## src/rtl/uart_pkg.sv

```systemverilog
// ----------------------------------------------------------------------------
// uart_pkg -- definitions shared by the UART transmitter and receiver.
//
// Contents:
//   uart_state_e   frame FSM state encoding (IDLE, START, DATA, PARITY, STOP)
//   DATA_BITS      data bits per frame
//   BIT_IDX_W      width of the data-bit index
//   LINE_IDLE      serial line level between frames
//   START_BIT      serial line level of the start bit
//   STOP_BIT       serial line level of the stop bit
//   parity_of()    even/odd parity of one data byte
// ----------------------------------------------------------------------------
package uart_pkg;

    typedef enum logic [2:0] {
        ST_IDLE   = 3'd0,
        ST_START  = 3'd1,
        ST_DATA   = 3'd2,
        ST_PARITY = 3'd3,
        ST_STOP   = 3'd4
    } uart_state_e;

    localparam int   DATA_BITS = 8;
    localparam int   BIT_IDX_W = $clog2(DATA_BITS);

    localparam logic LINE_IDLE = 1'b1;
    localparam logic START_BIT = 1'b0;
    localparam logic STOP_BIT  = 1'b1;

    // Even parity is the XOR of all data bits; odd parity is its inverse.
    function automatic logic parity_of(input logic [DATA_BITS-1:0] b,
                                       input logic                 odd);
        return (^b) ^ odd;
    endfunction

endpackage

```

## src/rtl/transmitter.sv

```systemverilog
// ----------------------------------------------------------------------------
// transmitter -- UART transmitter, one serial bit per rising clock edge.
//
// Frame: start bit (0), data[0]..data[7] LSB first, optional parity bit,
// stop bit (1). A one-byte holding register decouples the request side from
// the frame in progress, so a byte accepted before a stop bit goes out
// immediately after it with no idle bit in between.
//
// Parameters:
//   PARITY_EN   1 inserts a parity bit after data bit 7
//   PARITY_ODD  0 even parity, 1 odd parity (ignored when PARITY_EN=0)
//
// Ports:
//   clk_115200hz  in   bit clock, one serial bit period per rising edge
//   reset_n       in   asynchronous active-low reset
//   data[7:0]     in   byte to transmit, sampled on accept
//   send          in   transmit request
//   ready         out  holding register empty
//   out           out  serial line, idle high, registered
//   busy          out  a frame is on the line (START through STOP)
//   done          out  high exactly while out carries the stop bit
//   state_dbg     out  current FSM state, for observation only
//
// Handshake: a byte is accepted on a rising edge where send=1 and ready=1.
// ready depends only on holding-register occupancy; send while ready=0 is
// ignored and the held byte is left untouched.
// ----------------------------------------------------------------------------
module transmitter
    import uart_pkg::*;
#(
    parameter bit PARITY_EN  = 1'b0,
    parameter bit PARITY_ODD = 1'b0
) (
    input  logic                 clk_115200hz,
    input  logic                 reset_n,
    input  logic [DATA_BITS-1:0] data,
    input  logic                 send,
    output logic                 ready,
    output logic                 out,
    output logic                 busy,
    output logic                 done,
    output uart_state_e          state_dbg
);

    localparam logic [BIT_IDX_W-1:0] LAST_IDX = BIT_IDX_W'(DATA_BITS - 1);

    uart_state_e            state;
    logic [DATA_BITS-1:0]   hold_data;
    logic                   hold_valid;
    logic [DATA_BITS-1:0]   shift_reg;
    logic [BIT_IDX_W-1:0]   bit_idx;
    logic [BIT_IDX_W-1:0]   next_idx;
    logic                   drain;

    assign ready     = ~hold_valid;
    assign state_dbg = state;
    assign next_idx  = bit_idx + 1'b1;

    // The holding register empties into the shift register whenever the FSM
    // enters START, which happens only from IDLE or STOP. Because drain needs
    // hold_valid=1 and accept needs ready=1, the two never share an edge.
    assign drain = hold_valid && ((state == ST_IDLE) || (state == ST_STOP));

    // ------------------------------------------------------------------
    // Holding register
    // ------------------------------------------------------------------
    always_ff @(posedge clk_115200hz or negedge reset_n) begin
        if (!reset_n) begin
            hold_valid <= 1'b0;
            hold_data  <= '0;
        end else if (drain) begin
            hold_valid <= 1'b0;
        end else if (send && ready) begin
            hold_data  <= data;
            hold_valid <= 1'b1;
        end
    end

    // ------------------------------------------------------------------
    // Frame FSM with registered line, busy and done outputs. Each branch
    // sets the outputs for the state being entered, so out/busy/done always
    // describe the bit currently on the line.
    // ------------------------------------------------------------------
    always_ff @(posedge clk_115200hz or negedge reset_n) begin
        if (!reset_n) begin
            state     <= ST_IDLE;
            out       <= LINE_IDLE;
            busy      <= 1'b0;
            done      <= 1'b0;
            shift_reg <= '0;
            bit_idx   <= '0;
        end else begin
            case (state)
                ST_IDLE: begin
                    done <= 1'b0;
                    if (hold_valid) begin
                        state     <= ST_START;
                        out       <= START_BIT;
                        busy      <= 1'b1;
                        shift_reg <= hold_data;
                    end else begin
                        out  <= LINE_IDLE;
                        busy <= 1'b0;
                    end
                end

                ST_START: begin
                    state   <= ST_DATA;
                    bit_idx <= '0;
                    out     <= shift_reg[0];
                end

                ST_DATA: begin
                    if (bit_idx == LAST_IDX) begin
                        bit_idx <= '0;
                        if (PARITY_EN) begin
                            state <= ST_PARITY;
                            out   <= parity_of(shift_reg, PARITY_ODD);
                        end else begin
                            state <= ST_STOP;
                            out   <= STOP_BIT;
                            done  <= 1'b1;
                        end
                    end else begin
                        bit_idx <= next_idx;
                        out     <= shift_reg[next_idx];
                    end
                end

                ST_PARITY: begin
                    state <= ST_STOP;
                    out   <= STOP_BIT;
                    done  <= 1'b1;
                end

                ST_STOP: begin
                    done <= 1'b0;
                    if (hold_valid) begin
                        // Back-to-back: next start bit follows the stop bit.
                        state     <= ST_START;
                        out       <= START_BIT;
                        shift_reg <= hold_data;
                    end else begin
                        state <= ST_IDLE;
                        out   <= LINE_IDLE;
                        busy  <= 1'b0;
                    end
                end

                default: begin
                    state <= ST_IDLE;
                    out   <= LINE_IDLE;
                    busy  <= 1'b0;
                    done  <= 1'b0;
                end
            endcase
        end
    end

endmodule
```

## config.mk

```make
export PLATFORM = sky130hd
export DESIGN_NAME = transmitter
export DESIGN_NICKNAME = d
export VERILOG_FILES = /design/src/rtl/uart_pkg.sv /design/src/rtl/transmitter.sv
export SDC_FILE = /design/constraint.sdc
export NUM_CORES = 1
export LEC_CHECK = 0
export CORE_MARGIN = 2
export CORE_UTILIZATION = 52
export CTS_BUF_LIST = sky130_fd_sc_hd__clkbuf_16
export DETAILED_ROUTE_END_ITERATION = 10
export PLACE_DENSITY = 0.77
export SLEW_MARGIN = 20
export SYNTH_ARGS = -nofsm -noshare
export SYNTH_HDL_FRONTEND = slang
export SYNTH_SLANG_ARGS = --single-unit
export TNS_END_PERCENT = 50
```

## constraint.sdc

```tcl
create_clock -name clk_115200hz -period 1.95 [get_ports clk_115200hz]
set_input_delay 0.2925 -clock clk_115200hz [delete_from_list [all_inputs] [get_ports clk_115200hz]]
set_output_delay 0.2925 -clock clk_115200hz [all_outputs]
set_load 0.1 [all_outputs]
```

==> summary.md <==
| Metric | Value |
|---|---|
| Worst-Margin Slew | about 0.48 ns |
| Initial antenna violation count | 0 |
| Vias in the first global route | 736 |
| Ant diodes | 0 |
| Data arrival, critical path | 1.85 ns |
| CORE AREA | 0.00217 sq mm |
| Max Buffers Root-to-Sink | 2 |
| Wirelength, routed | between 1500 and 2000 um |
| Fillers | 183 |
| Final Skew | 0.00332 ns |
| Die Ht | roughly 51 um |
| Reg2reg path depth | 4 |
| Die area | approximately 0.0026 sq mm |
| CTS tree | done |
| Total GRT Usage | 18.4% |
| Crit start category | register |
| Number of enable flip-flop cells after synthesis | 0 |
| DRT iter0 DRCs | 7 |
| Pre-CTS setup slack | 0.286 ns |
| Critical path's top delay family | adder cells |
| Setup repair bufs after CTS | 0 |
| CP max stage cell | dfrtp_1 |
| Synth Flop Type | dfrtp_1 |
| Crit. End Element | register |
| Number of nets in the layout | ~120 |
| Cells after synthesis | 89 |
| Hpwl dp | between 1000 and 1500 um |
| Root Buffer | clkbuf_16 |
| WL/cell | 14.6 um |
| CP Data Required Time | 2.12 ns |
| Via count | 718 |
| CTS Buf Count | 3 |
| Setup TNS | 0 ns |
| I/O pin total | 18 |
| DRT Pass-1 Iters | 3 |
| Status | finished clean |
| Post-Synth Simple-Gate Area | 11.8% |
| CP cell instances | ha_1, ha_1, or3_1, a41oi_1 |
| R2R Path End | out |
| Synth warnings | 0 |
| Async set-reset flop share out of synthesis | 100% |
| Period minus WS final | 1.68 ns |
| Synthesized area per cell | 13.1 sq um |
| CTS clk-pin slew, worst paths | 0.06 ns |
| Final hold violations | 0 |
| Synth Area in Compound Gates | about 6.3% |
| Largest net degree at the start of global routing | 27 |
| Row count | 17 |
| Crit Path Category | register to register |
| Hold_buf cts | 0 |
| Drt via density | between 5 and 6 |
| Register area share after synthesis | 56.0% |
| Post-Synth XOR/XNOR Area | 0% |
| Final setup margin | 0.272 ns |
| Main combinational cell family by area after synthesis | multiplexers |
| Post-CTS Resized | 0 |
| Max-cap viol count | 0 |
| Worst relative slew slack | 68.0% |
| Mapped Area | 0.00116 sq mm |
| Share of layout cells above drive strength 1 | a little under a third |
| FF-to-FF Start | bit_idx[0] |
| Seq cells post-synth | 26 |
| Most used cell, CP | ha_1 |
| DRC | 0 |
| Clock sinks | 26 |
| CP Max Fanout | 6 |
| Final max-slew violation count | 0 |
| Skew-Pair Late Insertion Delay | 0.25 ns |
| Die width | ~51 um |
| Starting Density | 53.7% |
| Max incr delay on CP | about 0.48 ns |
| Clock H-tree levels | 1 |
| First-pass GRT wire length | 3510 um |
| Syn_nets | 102 |
| Grt ovf | 0 |
| Post-synthesis mux area share | 20.1% |
| Synth Area in Adders | 2.15% |
| Tcrit/Tclk final | 86.1% |
| R2R setup slack | around 0.27 ns |
| Library cells used by synthesis | 29 |
| Layout area overhead | 25.8% |
| Port bufs | 17 |
| Antenna-violating nets left | 0 |
| Worst hold path class | input pin to async pin |
| Endpoints failing setup | 0 |
| Gpl congestion | 0.776 |
| Hold WS | 0.401 ns |
| Critical path buffer and inverter count | 0 |
| RSZ-0062 raised after global routing | no |
| Fmax | 596 MHz |
[routing by layer]
metal | wire length, um | part of all wire (%) | GRT usage (%)
met3 | 46 | 2.3 | 2.63
met1 | 900 | 45 | 24.1
met5 | 0 | 0 | 0
met2 | 1030 | 52 | 30.5
met4 | 12 | 0.60 | 7.89
[cell families after synthesis]
kind of cell,after synthesis
buf+inv,7
simple gates,23
flops,26
mux,20
compound gates,11
fa+ha+maj,2
[stage by stage]
step | area [sq um] | utilization [%] | cells
after floorplan | 1160 | - | 89
after global placement | 1390 | 63.9 | 132
after detailed placement | 1390 | 63.9 | 132
after CTS | 1470 | 67.5 | 136
after global routing | 1470 | 67.5 | 136
final | 1470 | 67.5 | 136
[cell type report]
cell class              instances  area, sq um  area share (%)
clock inverters                 1         3.75           0.256
inverters                       3         11.3           0.769
multi-input cells              56          470            32.1
repair buffers                 19          218            14.9
well taps                      28         35.0            2.39
clock buffers                   3         75.1            5.12
flip-flops and latches         26          652            44.5
[worst max path at each step]
| stage | startpoint | to | slack [ns] | cells past startpoint |
|---|---|---|---|---|
| 6_report | bit_idx[0] | out | 0.27 | 4 |
| 5_1_grt | bit_idx[0] | done | 0.19 | 5 |
| 4_1_cts | bit_idx[0] | out | 0.27 | 4 |
| 3_5_place_dp | bit_idx[0] | out | 0.29 | 4 |
| 3_3_place_gp | bit_idx[0] | out | 0.29 | 4 |
| 2_1_floorplan | state_dbg[0] | out | 0.08 | 4 |
[synth_stat cells, types with 2 or more instances]
cell type | n | area (sq um)
dfrtp_1 | 25 | 626
mux2_2 | 17 | 191
nor2_1 | 5 | 18.8
nand2_1 | 4 | 15.0
o21ai_0 | 4 | 20.0
nand2b_1 | 3 | 18.8
a21o_1 | 2 | 15.0
buf_4 | 2 | 15.0
ha_1 | 2 | 25.0
inv_1 | 2 | 7.51
mux2i_1 | 2 | 20.0
nand3_1 | 2 | 10.0
or2b_1 | 2 | 15.0
or3b_1 | 2 | 17.5
[layout by cell type, fill, tap and decap left out, drive strengths merged, types with 3 or more instances in the layout]
cell           Yosys  final
buf                4      9
clkbuf             0      3
clkdlybuf4s50      0     10
dfrtp             25     25
inv                3      4
mux2              17     17
nand2              4      4
nand2b             3      3
nor2               5      5
o21ai              4      4
Power is left out: the tool's default activity adds up to more than one toggle a clock period on the data nets, which glitch-free logic cannot reach.
